### src/rtl/alu_issue_stage.sv
// ID/EX issue register for the execute-stage ALU: decodes RV32I into ALU opcode/operands,
// and holds the result in a valid/ready output register backed by a one-entry skid buffer.
module alu_issue_stage #(
    parameter int XLEN = 32
) (
    input  logic            clk,
    input  logic            rst,
    input  logic            in_valid,
    output logic            in_ready,
    input  logic [31:0]     instr,
    input  logic [XLEN-1:0] pc,
    input  logic [XLEN-1:0] rs1_data,
    input  logic [XLEN-1:0] rs2_data,
    input  logic [XLEN-1:0] imm,
    output logic            out_valid,
    input  logic            out_ready,
    output logic [XLEN-1:0] alu_a,
    output logic [XLEN-1:0] alu_b,
    output logic [3:0]      alu_op,
    output logic            br_is_branch,
    output logic            br_take_on_zero,
    output logic            illegal
);

    typedef enum logic [3:0] {
        OP_ADD  = 4'd0,
        OP_SUB  = 4'd1,
        OP_AND  = 4'd2,
        OP_OR   = 4'd3,
        OP_XOR  = 4'd4,
        OP_SLT  = 4'd5,
        OP_SLTU = 4'd6,
        OP_SLL  = 4'd7,
        OP_SRL  = 4'd8,
        OP_SRA  = 4'd9
    } alu_op_e;

    typedef enum logic [6:0] {
        OPC_OP     = 7'b0110011,
        OPC_IMM    = 7'b0010011,
        OPC_LOAD   = 7'b0000011,
        OPC_STORE  = 7'b0100011,
        OPC_LUI    = 7'b0110111,
        OPC_AUIPC  = 7'b0010111,
        OPC_JAL    = 7'b1101111,
        OPC_JALR   = 7'b1100111,
        OPC_BRANCH = 7'b1100011
    } opcode_e;

    typedef struct packed {
        logic [XLEN-1:0] a;
        logic [XLEN-1:0] b;
        alu_op_e         op;
        logic            br;
        logic            take_on_zero;
        logic            ill;
    } entry_t;

    localparam logic [6:0] F7_ZERO = 7'b0000000;
    localparam logic [6:0] F7_ALT  = 7'b0100000;

    logic [6:0] opcode;
    logic [2:0] funct3;
    logic [6:0] funct7;
    logic       legal;
    entry_t     dec;
    logic       unused_bits;

    assign opcode      = instr[6:0];
    assign funct3      = instr[14:12];
    assign funct7      = instr[31:25];
    assign unused_bits = ^{instr[24:15], instr[11:7]};

    // Shared funct3 map for register and immediate ALU ops; alt selects SUB/SRA.
    function automatic alu_op_e funct3_op(input logic [2:0] f3, input logic alt);
        case (f3)
            3'b000:  funct3_op = alt ? OP_SUB : OP_ADD;
            3'b001:  funct3_op = OP_SLL;
            3'b010:  funct3_op = OP_SLT;
            3'b011:  funct3_op = OP_SLTU;
            3'b100:  funct3_op = OP_XOR;
            3'b101:  funct3_op = alt ? OP_SRA : OP_SRL;
            3'b110:  funct3_op = OP_OR;
            default: funct3_op = OP_AND;
        endcase
    endfunction

    always_comb begin
        // NOTE: every field gets a default first so no path through the case infers a latch.
        dec   = '0;
        dec.op = OP_ADD;
        legal = 1'b1;
        case (opcode)
            OPC_OP: begin
                dec.a  = rs1_data;
                dec.b  = rs2_data;
                dec.op = funct3_op(funct3, funct7[5]);
                legal  = (funct7 == F7_ZERO) ||
                         ((funct7 == F7_ALT) && ((funct3 == 3'b000) || (funct3 == 3'b101)));
            end
            OPC_IMM: begin
                dec.a  = rs1_data;
                dec.b  = imm;
                dec.op = funct3_op(funct3, (funct3 == 3'b101) && funct7[5]);
                if (funct3 == 3'b001)
                    legal = (funct7 == F7_ZERO);
                else if (funct3 == 3'b101)
                    legal = (funct7 == F7_ZERO) || (funct7 == F7_ALT);
            end
            OPC_LOAD, OPC_STORE: begin
                dec.a = rs1_data;
                dec.b = imm;
            end
            OPC_LUI: dec.b = imm;
            OPC_AUIPC: begin
                dec.a = pc;
                dec.b = imm;
            end
            OPC_JAL, OPC_JALR: begin
                dec.a = pc;
                dec.b = XLEN'(4);
            end
            OPC_BRANCH: begin
                dec.a  = rs1_data;
                dec.b  = rs2_data;
                dec.br = 1'b1;
                case (funct3)
                    3'b000:  begin dec.op = OP_SUB;  dec.take_on_zero = 1'b1; end
                    3'b001:  begin dec.op = OP_SUB;  dec.take_on_zero = 1'b0; end
                    3'b100:  begin dec.op = OP_SLT;  dec.take_on_zero = 1'b0; end
                    3'b101:  begin dec.op = OP_SLT;  dec.take_on_zero = 1'b1; end
                    3'b110:  begin dec.op = OP_SLTU; dec.take_on_zero = 1'b0; end
                    3'b111:  begin dec.op = OP_SLTU; dec.take_on_zero = 1'b1; end
                    default: legal = 1'b0;
                endcase
            end
            default: legal = 1'b0;
        endcase
        // Illegal encodings still flow downstream, but as a harmless ADD of zeros.
        if (!legal) begin
            dec     = '0;
            dec.op  = OP_ADD;
            dec.ill = 1'b1;
        end
    end

    entry_t out_q, out_d, skid_q, skid_d;
    logic   out_valid_q, out_valid_d;
    logic   skid_valid_q, skid_valid_d;
    logic   in_ready_q, in_ready_d;
    logic   accept, drain;

    assign accept = in_valid && in_ready_q;
    assign drain  = out_valid_q && out_ready;

    always_comb begin
        out_d        = out_q;
        out_valid_d  = out_valid_q;
        skid_d       = skid_q;
        skid_valid_d = skid_valid_q;
        in_ready_d   = in_ready_q;
        if (skid_valid_q) begin
            // Full: upstream is stalled, so only a drain can make progress.
            if (drain) begin
                out_d        = skid_q;
                skid_valid_d = 1'b0;
                in_ready_d   = 1'b1;
            end
        end else if (accept) begin
            if (!out_valid_q || drain) begin
                out_d       = dec;
                out_valid_d = 1'b1;
            end else begin
                skid_d       = dec;
                skid_valid_d = 1'b1;
                in_ready_d   = 1'b0;
            end
        end else if (drain) begin
            out_valid_d = 1'b0;
        end
    end

    always_ff @(posedge clk or posedge rst) begin
        // NOTE: state uses non-blocking assignments so all registers update from pre-edge values.
        if (rst) begin
            out_q        <= '0;
            out_valid_q  <= 1'b0;
            skid_q       <= '0;
            skid_valid_q <= 1'b0;
            in_ready_q   <= 1'b1;
        end else begin
            out_q        <= out_d;
            out_valid_q  <= out_valid_d;
            skid_q       <= skid_d;
            skid_valid_q <= skid_valid_d;
            in_ready_q   <= in_ready_d;
        end
    end

    assign in_ready        = in_ready_q;
    assign out_valid       = out_valid_q;
    assign alu_a           = out_q.a;
    assign alu_b           = out_q.b;
    assign alu_op          = out_q.op;
    assign br_is_branch    = out_q.br;
    assign br_take_on_zero = out_q.take_on_zero;
    assign illegal         = out_q.ill;

endmodule
### config.mk
export PLATFORM = sky130hd
export DESIGN_NAME = alu_issue_stage
export DESIGN_NICKNAME = d
export VERILOG_FILES = /design/src/rtl/alu_issue_stage.sv
export SDC_FILE = /design/constraint.sdc
export NUM_CORES = 1
export LEC_CHECK = 0
export CORE_AREA = 2 2 128 130
export CTS_CLUSTER_DIAMETER = 200
export CTS_CLUSTER_SIZE = 30
export DETAILED_ROUTE_END_ITERATION = 6
export DIE_AREA = 0 0 130 132
export PLACE_DENSITY = 0.8
export SYNTH_ARGS = -nofsm -noshare
export SYNTH_HDL_FRONTEND = slang
export SYNTH_SLANG_ARGS = --single-unit
### constraint.sdc
create_clock -name clk -period 6 [get_ports clk]
set_clock_uncertainty 0.2 [all_clocks]
set_input_delay 1.2 -clock clk [delete_from_list [all_inputs] [get_ports clk]]
set_output_delay 1.2 -clock clk [all_outputs]
set_load 0.05 [all_outputs]
-- After elaboration in Yosys (flattened, before gate mapping)
Cells that the tools add are included.
- flip-flop bits (word level): 145
- latch bits: 0
- RAM bits: 0
- ROM bits: 0
- input port bits: 164
- output and inout port bits: 73
- word-level logic and storage cells: 98
- memories kept: 0
- add/sub/neg operators: 0
- multipliers: 0
- divide/modulo/power cells: 0
- order comparisons: 0
- equality and inequality tests: 20
- shifts and indexed selects: 0
- multiplexer cells: 32
- bitwise operators: 2
- reduce and logical (&&, ||, !) cells: 29
- operator list (operator ; number):
    $mux W71 ; 5
    $pmux W32 S3 ; 1
    $pmux W32 S2 ; 1
    $pmux W4 S7 ; 2
    $eq A7 B6 Y1 const B ; 4
    $eq A7 B7 Y1 const B ; 3
    $mux W1 ; 19
    $eq A7 B5 Y1 const B ; 2
    $eq A3 B3 Y1 const B ; 4
    $pmux W4 S3 ; 1
    $reduce_and A3 Y1 ; 4
    $reduce_or A6 Y1 ; 2
    $reduce_or A2 Y1 ; 5
    $reduce_or A5 Y1 ; 2
    $pmux W3 S3 ; 1
    $eq A7 B2 Y1 const B ; 1
    $logic_not A7 Y1 ; 1
    $eq A3 B2 Y1 const B ; 2
    $reduce_bool A2 Y1 ; 3
    $reduce_or A3 Y1 ; 2
    $logic_and A1 B1 Y1 ; 4
    $logic_or A1 B1 Y1 ; 4
    $ne A2 B1 Y1 const B ; 2
    $pmux W1 S4 ; 1
    6 further kinds ; 7

-- Logic depth before layout (Yosys ltp)
Gate-level depths: netlist of run 1.
- depth after elaboration: 9
- depth in mapped cells: 8
- depth with buffers taken out: 5

-- Worst setup path before layout of run 1
No wires, ideal clock.
- kind: in2reg
- start point: input port instr[26]
- end point: register out_q, in the netlist alu_a[29]
- arrival: 3.073 ns
- data required time: 5.707 ns
- slack: 2.634 ns
- stages: 7
- cell sequence: or4_1 -> a2111o_1 -> a311oi_1 -> and4bb_4 -> buf_6 -> buf_6 -> o31ai_2
- longest elaborated chain between the ends: 9
- ends and longest elaborated chain (item ; RTL line ; RTL):
    start: declaration ; 10 ; input logic [31:0] instr,
    $eq A7 B6 Y1 / $logic_not A7 Y1 (equally long branches) ; -- ;
    $logic_or A1 B1 Y1 ; 108 ; legal = (funct7 == F7_ZERO) || (funct7 == F7_ALT);
    $mux W1 ; 107 ; else if (funct3 == 3'b101)
    $mux W1 ; 105 ; if (funct3 == 3'b001)
    $pmux W1 S4 * ; 93 ; case (opcode)
    $mux W71 * ; 140 ; if (!legal) begin
    $mux W71 * ; 170 ; if (!out_valid_q || drain) begin
    $mux W71 * ; 169 ; end else if (accept) begin
    $mux W71 * ; 162 ; if (skid_valid_q) begin
    end signal: assignment ; 192 ; out_q <= out_d;
    end: declaration ; 147 ; entry_t out_q, out_d, skid_q, skid_d;
Every way passes the cells marked *; elsewhere a longest branch is shown, timed or not. The select of a mux whose other input is x is not followed.
A chain may end at the register's enable or synchronous reset.

-- Worst setup path in the final report of run 1
- start point: input port instr[2]
- end point: register out_q, in the netlist alu_b[20]
- longest elaborated chain between the ends: 7
- ends and longest elaborated chain (item ; RTL line):
    $eq A7 B7 Y1, or another cell as far along ; 93
    $reduce_or A6 Y1 (no line), or another cell as far along ; --
    $pmux W1 S4 / $pmux W32 S3 (equally long branches) ; 93
    $mux W71 * ; 140
    $mux W71 * ; 170
    $mux W71 * ; 169
    $mux W71 * ; 162
Marked as above.

==> run summary, run 1 <==
Run status: complete, no violations
Reg2Reg Setup Slack: 2.87 ns
Worst-path clk slew: 0.05 ns
Sequential element share of the synthesized area: 0.4979
Antenna violations before repair: 0
Final routed wirelength across all metal layers: 19220 um
Maximum operating frequency: 0.2494 GHz
Leakage power figure: 4.172 nW
Setup TNS Final: 0 ns
Final Util: 0.6394
Crit start category: primary input
Total of max-cap violations: 0
Number of setup buffers added after CTS: 0
Critical register-to-register path startpoint: skid_valid_q$_DFF_PP0_
Post-synth top area cell: sky130_fd_sc_hd__dfrtp_1
Initial core utilization: 0.4639
CTS root buffer: sky130_fd_sc_hd__clkbuf_16
Die Height: 132 um
Total CTS buffers: 17
Layout Nets: 1052
Initial DRC count: 419
# hold bufs at CTS: 0
RSZ-0062 raised after global routing: false
Die Span X: 130 um
Number of hold-slack violations in the final timing report: 0
Power Density: 212.2 nW/um^2
Crit path buffers/inverters: 2
Clock sink count: 145
Syn Std Cell Area: 7289 sq um
Detail Placement HPWL: 12460 um
Die footprint: 17160 sq um
Synth top area share: 0.4943
Average vias per placed instance: 5.736
Most common cell after layout, fill and taps aside: sky130_fd_sc_hd__clkdlybuf4s50_1
Number of buffer cells added on primary ports: 221
Cell at the slowest stage of the critical path: sky130_fd_sc_hd__and4bb_4
DRC viols: 0
Startpoint of the worst hold path: skid_q[14]$_DFFE_PP0P_
Std-Cell Rows: 46
Tcrit/Tclk final: 0.6681
Fraction of final layout cells sized beyond drive strength 1: 0.09911
Hold endpoint: skid_q[14]$_DFFE_PP0P_
Area growth syn-to-layout: 37.81%
Avg WL per Cell: 17.25 um
First-pass DRT Iterations: 5
Largest cells by area after synthesis: sky130_fd_sc_hd__dfrtp_1 (49%), sky130_fd_sc_hd__o31ai_1 (9.9%), sky130_fd_sc_hd__a22oi_1 (6.7%)
Worst slew margin relative to its limit: 0.2073
Avg Inst Size Synth: 10.17 sq um
Instance area at placement: 9504 sq um
DP Worst Slack: 1.581 ns
Element type at the critical path end: register
Total routing usage reported by global routing: 0.2227
Count of cell types in the netlist: 44
Setup violation total in the final timing report: 0
Largest net degree at the start of global routing: 104
Required time of the critical path: 6.05 ns
Post-Layout Inst Area: 10050 sq um
Number of instances in the placed design: 1085
Data arrival time of the critical path: 4.06 ns
Maximum buffer depth of the clock tree: 2
Total of flip-flops plus latches after synthesis: 145
Minimum period implied by the final worst setup slack: 4.009 ns
First-pass GRT wire length: 30880 um
Weighted congestion at the end of routability-driven global placement: 0.7604
TritonCTS clock tree: built
Maximum fanout along the worst path: 70
Remaining antenna violation count: 0
Min-Delay Path Class: register to register
Capture instance of the worst register-to-register path: skid_q[19]$_DFFE_PP0P_
Commonest cells after routing, fill and taps aside: sky130_fd_sc_hd__clkdlybuf4s50_1 (221), sky130_fd_sc_hd__dfrtp_1 (143), sky130_fd_sc_hd__o31ai_1 (96)
CP delay by family, top: simple AND/OR/NAND/NOR gates
Clock H-tree levels: 4
Number of pins with negative max-slew slack in the final report: 0
Yosys Warn Count: 0
Slew @ Worst Pin: 1.188 ns
Class of the most critical setup path: primary input to register
Grt ovf: 0
Post-cts repair resize count: 0
Vias in the first global route: 6200
Syn nets: 881
I/O pins: 237
Crit path cell chain: clkdlybuf4s50_1 -> nand4bb_1 -> nand2b_1 -> a311oi_1 -> and4bb_4 -> buf_12 -> o31ai_1
Final standard cell count with taps included and fillers excluded: 1114
Count of mapped cells out of synthesis: 717
Count of vias placed by the detailed router: 6390
Clock network latency to the later pin of the worst-skew pair: 0.41 ns
Maximum vdd drop: 0.0001797 V
Worst Reg2Reg Path Length in Cells: 4
Delay of the slowest cell on the worst path: 1.00 ns
Cell depth of the worst min-delay path: 2
Count of antenna diodes in the layout: 0
CORE AREA: 15710 sq um
Setup ws final: 1.991 ns
-- logic make-up (layout without fill, tap and decap cells) --
family / count (synthesis) / after routing / share of synthesized area
compound gates: 299 / 299 / 0.3083
simple gates: 184 / 184 / 0.1299
flops: 145 / 145 / 0.4979
buf+inv: 85 / 266 / 0.05836
mux: 3 / 3 / 0.004291
xor+xnor: 1 / 1 / 0.001202
-- flip-flops by register name, summed over array words and instances, names as in the netlist --
name             count
alu_b               32
alu_a               32
alu_op               4
skid_q              71
br_take_on_zero      1
out_valid            1
br_is_branch         1
in_ready             1
skid_valid_q         1
illegal              1
-- final cells by class --
class,count,area (sq um)
sequential,145,3631
multi-input combinational,487,3268
fill,1293,5667
tap,216,270.3
timing repair buffer,233,2315
clock buffer,22,454.2
inverter,4,20.02
clock inverter,7,87.58
-- synth_stat cells, drive strengths merged --
master,count
mux2,1
nor2,9
nand2,79
a21o,1
or4,1
nand3,3
and3,69
and2,1
buf,16
nor3b,1
and4bb,1
o22ai,1
clkbuf,65
nor2b,3
or3,1
o21a,3
a22oi,65
a311oi,1
a2111o,1
mux2i,2
nand4,1
a211oi,1
or4b,1
nand3b,3
nand4bb,1
nand2b,4
dfstp,1
a31oi,2
inv,4
dfrtp,144
o211ai,2
xor2,1
o21ai,8
a221o,1
o41ai,1
o31ai,135
a221oi,1
nor4,2
a21oi,75
a2111oi,1
nor3,4
-- metrics by stage --
step | hold WS [ns] | power (mW)
2_1_floorplan | 0.2403 | 1.053
3_3_place_gp | 0.2505 | 1.159
3_5_place_dp | 0.2572 | 1.161
4_1_cts | 0.2691 | 2.149
5_1_grt | 0.2849 | 2.199
6_report | 0.2640 | 2.131
-- where the power goes --
group / switching (mW) / internal (mW)
sequential: 0.000130 / 0.979
clock: 0.377 / 0.612
combinational: 0.0680 / 0.0956
total: 0.445 / 1.69
-- how the worst max path moves through the flow --
stage	to	slack, ns	start	depth (start not counted)
after floorplan	alu_a[0]$_DFFE_PP0P_	0.71	rst	1
after global placement	alu_b[25]$_DFFE_PP0P_	1.64	instr[4]	8
after detailed placement	alu_b[20]$_DFFE_PP0P_	1.58	instr[2]	7
after CTS	alu_b[20]$_DFFE_PP0P_	2.01	instr[2]	7
after global routing	alu_b[20]$_DFFE_PP0P_	1.82	instr[2]	7
final	alu_b[20]$_DFFE_PP0P_	1.99	instr[2]	7
-- worst register-to-register path, delay by kind of cell, from the launching register on --
family,cells,cell delay [ns]
compound gates,1,0.33
buf+inv,1,0.59
flops,1,0.64
simple gates,2,1.27
-- layer usage --
layer  track usage  share of wire  vias to the layer above
met5             0              0                        -
met2        0.3784           0.49                      212
met4       0.05974          0.015                        0
met3       0.05601          0.066                       20
met1        0.2818           0.43                     3092
li1              -              -                     3066
Power figures use the tool's default switching activity.
==> run 2, diff against run 1 <==
==> config.mk (replaced) <==
export PLATFORM = sky130hd
export DESIGN_NAME = alu_issue_stage
export DESIGN_NICKNAME = d
export VERILOG_FILES = /design/src/rtl/alu_issue_stage.sv
export SDC_FILE = /design/constraint.sdc
export NUM_CORES = 1
export LEC_CHECK = 0
export CORE_AREA = 2 2 135 137
export CTS_CLUSTER_DIAMETER = 200
export CTS_CLUSTER_SIZE = 30
export DETAILED_ROUTE_END_ITERATION = 6
export DIE_AREA = 0 0 137 139
export PLACE_DENSITY = 0.76
export SYNTH_ARGS = -nofsm -noshare
export SYNTH_HDL_FRONTEND = slang
export SYNTH_SLANG_ARGS = --single-unit
==> constraint.sdc (replaced) <==
create_clock -name clk -period 3.4 [get_ports clk]
set_clock_uncertainty 0.2 [all_clocks]
set_input_delay 0.68 -clock clk [delete_from_list [all_inputs] [get_ports clk]]
set_output_delay 0.68 -clock clk [all_outputs]
set_load 0.05 [all_outputs]
==> run 2 against run 1 <==
Against the previous run:
- routed wire length up 2.6%
- sequential share of layout area decreased by 0.78 points
- die area rose by 11%
- first-iteration DRC count fell by 6.7%
- clock power rose by 83%
- final cell count increased by 2.3%
- final area is 2.2% higher
- core utilization is 5.8 points lower
- power up 80%
- worst hold slack better by 0.0016 ns
- critical path depth stayed put
==> run summary, run 2 (same netlist as run 1, synthesis figures left out) <==
Setup violation total in the final timing report: 0 (unchanged)
Total routing usage reported by global routing: 0.2094 (-0.01325)
Delay of the slowest cell on the worst path: 0.54 ns (-0.46 ns)
I/O pins: 237 (unchanged)
Power Density: 373.3 nW/um^2 (+76%)
Clock H-tree levels: 4 (unchanged)
Post-Layout Inst Area: 10270 sq um (+2.2%)
Global Route met1 Usage: 0.2740 (-0.007794)
Die Span X: 137 um (+5.4%)
Worst slew margin relative to its limit: 0.2879 (+0.08054)
Avg WL per Cell: 17.29 um (+0.23%)
Met2 demand-to-capacity share in global routing: 0.3441 (-0.03435)
Final standard cell count with taps included and fillers excluded: 1140 (+2.3%)
DRC viols: 0 (unchanged)
Number of setup buffers added after CTS: 0 (unchanged)
Instance area at placement: 9697 sq um (+2.0%)
Gr busiest metal: met2
Clock sink count: 145 (unchanged)
Fraction of final layout cells sized beyond drive strength 1: 0.1153 (+0.01615)
CORE AREA: 17660 sq um (+12%)
Most common cell after layout, fill and taps aside: sky130_fd_sc_hd__clkdlybuf4s50_1
CP delay by family, top: simple AND/OR/NAND/NOR gates
Total CTS buffers: 17 (unchanged)
Met3 track utilization from global routing: 0.04825 (-0.007761)
Slew @ Worst Pin: 1.068 ns (-0.1195 ns)
Maximum vdd drop: 0.0003471 V (+93%)
Largest net degree at the start of global routing: 146 (+40%)
Setup ws final: 0.4087 ns (-1.582 ns)
Vias in the first global route: 6188 (-0.19%)
Class of the most critical setup path: primary input to register
Maximum operating frequency: 0.3343 GHz
Filler cell count: 1567 (+21%)
Average vias per placed instance: 5.610 (-2.2%)
Die Height: 139 um (+5.3%)
Data arrival time of the critical path: 3.10 ns (-0.96 ns)
Total of max-cap violations: 0 (unchanged)
Number of instances in the placed design: 1110 (+2.3%)
Total power after layout: 3.833 mW (+80%)
Number of hold-slack violations in the final timing report: 0 (unchanged)
Count of antenna diodes in the layout: 0 (unchanged)
Tcrit/Tclk final: 0.8798
DP Worst Slack: -0.05142 ns (-1.633 ns)
Storage cell area: 3631 sq um (unchanged)
First-pass DRT Iterations: 5 (unchanged)
Number of flip-flops under the largest register name: 71 (unchanged)
Setup TNS Final: 0 ns (unchanged)
Grt ovf: 0 (unchanged)
Footprint of the multi-input gates: 3268 sq um (unchanged)
Required time of the critical path: 3.51 ns (-2.54 ns)
Antenna violations before repair: 0 (unchanged)
Number of buffer cells added on primary ports: 221 (unchanged)
Die footprint: 19040 sq um (+11%)
Crit path buffers/inverters: 2 (unchanged)
Element type at the critical path end: register
CTS root buffer: sky130_fd_sc_hd__clkbuf_16
Detail Placement HPWL: 12790 um (+2.6%)
TritonCTS clock tree: built
Weighted congestion at the end of routability-driven global placement: 0.8181 (+7.6%)
Min-Delay Path Class: register to register
Final Util: 0.5814 (-0.05793)
Largest register by flop count: skid_q
# hold bufs at CTS: 0 (unchanged)
Number of pins with negative max-slew slack in the final report: 0 (unchanged)
Layout Nets: 1064 (+1.1%)
Initial core utilization: 0.4128 (-0.05109)
Crit path cell chain: clkdlybuf4s50_1 -> or4_1 -> a2111o_1 -> a311oi_1 -> and4bb_4 -> buf_4 -> o31ai_1
Leakage power figure: 4.256 nW (+2.0%)
Commonest cells after routing, fill and taps aside: sky130_fd_sc_hd__clkdlybuf4s50_1 (221), sky130_fd_sc_hd__dfrtp_1 (143), sky130_fd_sc_hd__o31ai_1 (96)
Final routed wirelength across all metal layers: 19710 um (+2.6%)
Remaining antenna violation count: 0 (unchanged)
Count of vias placed by the detailed router: 6395 (+0.078%)
Worst-path clk slew: 0.06 ns (about the same)
Run status: complete, no violations
Clock network latency to the later pin of the worst-skew pair: 0.41 ns (about the same)
Area growth syn-to-layout: 40.83%
Minimum period implied by the final worst setup slack: 2.991 ns
Maximum buffer depth of the clock tree: 2 (unchanged)
Maximum fanout along the worst path: 17 (-76%)
First-pass GRT wire length: 31770 um (+2.9%)
Post-cts repair resize count: 0 (unchanged)
Initial DRC count: 391 (-6.7%)
Std-Cell Rows: 49 (+6.5%)
Cell at the slowest stage of the critical path: sky130_fd_sc_hd__or4_1
RSZ-0062 raised after global routing: false
WHS: 0.2656 ns (+0.001564 ns)
Crit start category: primary input
[run 2: final timing paths]
path                                         from                     end  slack, ns  depth (start not counted)
min in group asynchronous                     rst    alu_a[2]$_DFFE_PP0P_       0.66                          3
max in group asynchronous                     rst  skid_valid_q$_DFF_PP0_       1.79                          3
hold / removal             skid_q[50]$_DFFE_PP0P_  skid_q[50]$_DFFE_PP0P_       0.27                          2
hold reg to reg            skid_q[50]$_DFFE_PP0P_  skid_q[50]$_DFFE_PP0P_       0.27                          2
setup / recovery                        instr[26]   alu_a[13]$_DFFE_PP0P_       0.41                          7
setup reg to reg           skid_valid_q$_DFF_PP0_   alu_b[19]$_DFFE_PP0P_       0.90                          3
[run 2: cell type report]
| class | count | area share |
|---|---|---|
| well taps | 229 | 0.02791 |
| inverters | 4 | 0.001828 |
| repair buffers | 245 | 0.2428 |
| clock inverters | 10 | 0.01097 |
| flip-flops and latches | 145 | 0.3537 |
| clock buffers | 20 | 0.04449 |
| multi-input cells | 487 | 0.3183 |
[run 2: report_power, final]
| group | switching (mW) | internal (mW) |
|---|---|---|
| logic | 0.122 | 0.178 |
| registers | 0.000217 | 1.73 |
| clock network | 0.700 | 1.10 |
[run 2: worst reg2reg max path, delay by kind of cell (launching register included)]
family             cells  cell delay (ns)
DFF                    1             0.61
AOI/OAI and AO/OA      1             0.42
and+or+nand+nor        2             1.15
[run 2: routing by layer]
metal  wire, um  share of wire
met1       8432           0.43
met2       9704           0.49
met3       1279          0.065
met4        293          0.015
met5          0              0
==> run 3, diff against run 2 <==
==> config.mk (replaced) <==
export PLATFORM = sky130hd
export DESIGN_NAME = alu_issue_stage
export DESIGN_NICKNAME = d
export VERILOG_FILES = /design/src/rtl/alu_issue_stage.sv
export SDC_FILE = /design/constraint.sdc
export NUM_CORES = 1
export LEC_CHECK = 0
export CELL_PAD_IN_SITES_DETAIL_PLACEMENT = 2
export CELL_PAD_IN_SITES_GLOBAL_PLACEMENT = 2
export CORE_AREA = 2 2 174 176
export CTS_CLUSTER_DIAMETER = 200
export CTS_CLUSTER_SIZE = 30
export DETAILED_ROUTE_END_ITERATION = 6
export DIE_AREA = 0 0 176 178
export PLACE_DENSITY_LB_ADDON = 0.1
export SYNTH_ARGS = -nofsm -noshare
export SYNTH_HDL_FRONTEND = slang
export SYNTH_SLANG_ARGS = --single-unit
==> run 3 against run 2 <==
Against the previous run:
- sequential share of layout area shrank 0.95 points
- power grew 2.2%
- non-clock buffer count grew 4
- sequential power is essentially flat
- worst hold slack gained 0.0040 ns
- largest cell class unchanged
==> run summary, run 3 (same netlist as run 1, synthesis figures left out) <==
Run status: complete, no violations
Switching share of power: 0.2447 (+0.03005)
Portion of total power attributed to sequential cells: 0.441 (-0.010)
Capture instance of the worst register-to-register path: alu_b[4]$_DFFE_PP0P_
Avg WL per Cell: 20.01 um (+16%)
Delay of the slowest cell on the worst path: 0.55 ns (about the same)
CORE AREA: 29400 sq um (+67%)
Maximum vdd drop: 0.0002263 V (-35%)
Worst slew margin relative to its limit: 0.3406 (+0.05275)
Setup violation total in the final timing report: 0 (unchanged)
TritonCTS clock tree: built
Switching pwr: 0.9582 mW (+16%)
Worst-path clk slew: 0.07 ns (about the same)
Post-cts repair resize count: 0 (unchanged)
Antenna violations before repair: 0 (unchanged)
Average vias per placed instance: 5.087 (-9.3%)
Min-Delay Path Class: register to register
Setup TNS Final: 0 ns (unchanged)
Total CTS buffers: 17 (unchanged)
Crit start category: primary input
Area growth syn-to-layout: 44.73%
Critical register-to-register path startpoint: skid_valid_q$_DFF_PP0_
CTS root buffer: sky130_fd_sc_hd__clkbuf_16
Crit path buffers/inverters: 2 (unchanged)
Detail Placement HPWL: 17990 um (+41%)
Most common cell after layout, fill and taps aside: sky130_fd_sc_hd__clkdlybuf4s50_1
DRC viols: 0 (unchanged)
Instance area at placement: 9968 sq um (+2.8%)
Layout Nets: 1068 (+0.38%)
Number of pins with negative max-slew slack in the final report: 0 (unchanged)
Count of antenna diodes in the layout: 0 (unchanged)
Cell at the slowest stage of the critical path: sky130_fd_sc_hd__or4_1
Vias in the first global route: 7554 (+22%)
Int Pwr: 2.957 mW (-1.7%)
I/O pins: 237 (unchanged)
Total of max-cap violations: 0 (unchanged)
Std-Cell Rows: 63 (+29%)
Filler cell count: 3101 (+98%)
Post-Layout Inst Area: 10550 sq um (+2.8%)
Data arrival time of the critical path: 3.12 ns (+0.02 ns)
Largest register by flop count: skid_q
Element type at the critical path end: register
Count of vias placed by the detailed router: 6649 (+4.0%)
Clock network latency to the later pin of the worst-skew pair: 0.42 ns (about the same)
Die footprint: 31330 sq um (+65%)
RSZ-0062 raised after global routing: false
Number of hold-slack violations in the final timing report: 0 (unchanged)
Clock sink count: 145 (unchanged)
Die Height: 178 um (+28%)
Hold endpoint: skid_q[8]$_DFFE_PP0P_
Clock H-tree levels: 4 (unchanged)
Final standard cell count with taps included and fillers excluded: 1307 (+15%)
Die Span X: 176 um (+28%)
Largest net degree at the start of global routing: 146 (unchanged)
Reg2Reg Setup Slack: 0.79 ns (-0.11 ns)
Number of flip-flops under the largest register name: 71 (unchanged)
# hold bufs at CTS: 0 (unchanged)
Maximum buffer depth of the clock tree: 2 (unchanged)
CP delay by family, top: simple AND/OR/NAND/NOR gates
Commonest cells after routing, fill and taps aside: sky130_fd_sc_hd__clkdlybuf4s50_1 (221), sky130_fd_sc_hd__dfrtp_1 (143), sky130_fd_sc_hd__o31ai_1 (96)
Number of buffer cells added on primary ports: 221 (unchanged)
Maximum operating frequency: 0.3335 GHz (-0.24%)
Grt ovf: 0 (unchanged)
First-pass DRT Iterations: 7 (+2)
Class of the most critical setup path: primary input to register
First-pass GRT wire length: 42170 um (+33%)
Remaining antenna violation count: 0 (unchanged)
Clk pwr share: 0.479 (+0.008)
Total routing usage reported by global routing: 0.1712 (-0.03822)
Fraction of final layout cells sized beyond drive strength 1: 0.1221 (+0.006879)
Cell depth of the worst min-delay path: 2 (unchanged)
Tcrit/Tclk final: 0.8819 (+0.002122)
Part of the power in combinational logic: 0.080 (+0.002)
Initial core utilization: 0.2479 (-0.1649)
WHS: 0.2696 ns (+0.004012 ns)
Maximum fanout along the worst path: 24 (+7)
Number of setup buffers added after CTS: 0 (unchanged)
Number of instances in the placed design: 1275 (+15%)
Initial DRC count: 309 (-21%)
Final routed wirelength across all metal layers: 26160 um (+33%)
Weighted congestion at the end of routability-driven global placement: 0.7479 (-8.6%)
Minimum period implied by the final worst setup slack: 2.998 ns (+0.007215 ns)
Power Density: 371.2 nW/um^2 (-0.59%)
Worst Reg2Reg Path Length in Cells: 5 (+2)
Required time of the critical path: 3.52 ns (about the same)
Slew @ Worst Pin: 0.9891 ns (-0.07913 ns)
Leakage power figure: 4.305 nW (+1.2%)
Startpoint of the worst hold path: skid_q[8]$_DFFE_PP0P_
Crit path cell chain: clkdlybuf4s50_1 -> or4_1 -> a2111o_1 -> a311oi_1 -> and4bb_4 -> buf_4 -> o31ai_1
==> run 3: cell count changes in the layout (fill, tap and decap cells not counted), sizes merged <==
cell and delta:
buf +4, bufinv -1, clkbuf -2, clkinvlp -3, inv +8
==> run 3: area by class of cell <==
class	count	area, sq um	share of cell area
multi-input combinational	487	3283	0.3112
timing repair buffer	249	2547	0.2415
inverter	4	18.77	0.001779
sequential	145	3631	0.3442
clock buffer	18	439.2	0.04163
tap	390	488.0	0.04625
clock inverter	14	142.6	0.01352
==> run 3: worst max-delay path by stage <==
stage	slack, ns	startpoint	to	cells past startpoint
2_1_floorplan	0.55	instr[26]	alu_a[29]$_DFFE_PP0P_	7
3_3_place_gp	-0.02	instr[26]	alu_a[1]$_DFFE_PP0P_	7
3_5_place_dp	-0.08	instr[26]	skid_q[47]$_DFFE_PP0P_	7
4_1_cts	0.40	instr[26]	skid_q[51]$_DFFE_PP0P_	7
5_1_grt	0.26	instr[26]	skid_q[43]$_DFFE_PP0P_	7
6_report	0.40	instr[26]	skid_q[51]$_DFFE_PP0P_	7
==> run 3: worst reg2reg max path: stages, from the launching register on <==
cell and delay [ns]:
sky130_fd_sc_hd__dfrtp_2 0.82, sky130_fd_sc_hd__nand3b_1 0.32, sky130_fd_sc_hd__a21o_2 0.61, sky130_fd_sc_hd__buf_4 0.36, sky130_fd_sc_hd__a21oi_1 0.13, sky130_fd_sc_hd__o31ai_2 0.07
==> run 3: per-layer routing <==
metal / up-vias / track usage / routed length (um)
li1: 3079 / - / -
met1: 3420 / 0.2142 / 11750
met2: 132 / 0.3023 / 13160
met3: 18 / 0.03389 / 1021
met4: 0 / 0.04408 / 233
met5: - / 0 / 0
==> run 3: power groups by stage <==
stage	logic (mW)	registers, mW	clock network (mW)
6_report	0.314	1.73	1.88
3_3_place_gp	0.309	1.76	0
4_1_cts	0.320	1.72	1.95
3_5_place_dp	0.319	1.76	0
5_1_grt	0.342	1.72	2.02
2_1_floorplan	0.0994	1.76	0
==> run 3: through the flow <==
stage          setup WS, ns  power, mW  utilization
6_report             0.4015      3.916       0.3588
5_1_grt              0.2592      4.089       0.3588
4_1_cts              0.3977      3.993       0.3588
3_5_place_dp       -0.07852      2.077       0.3390
3_3_place_gp       -0.01680      2.067       0.3390
2_1_floorplan        0.5542      1.859            -
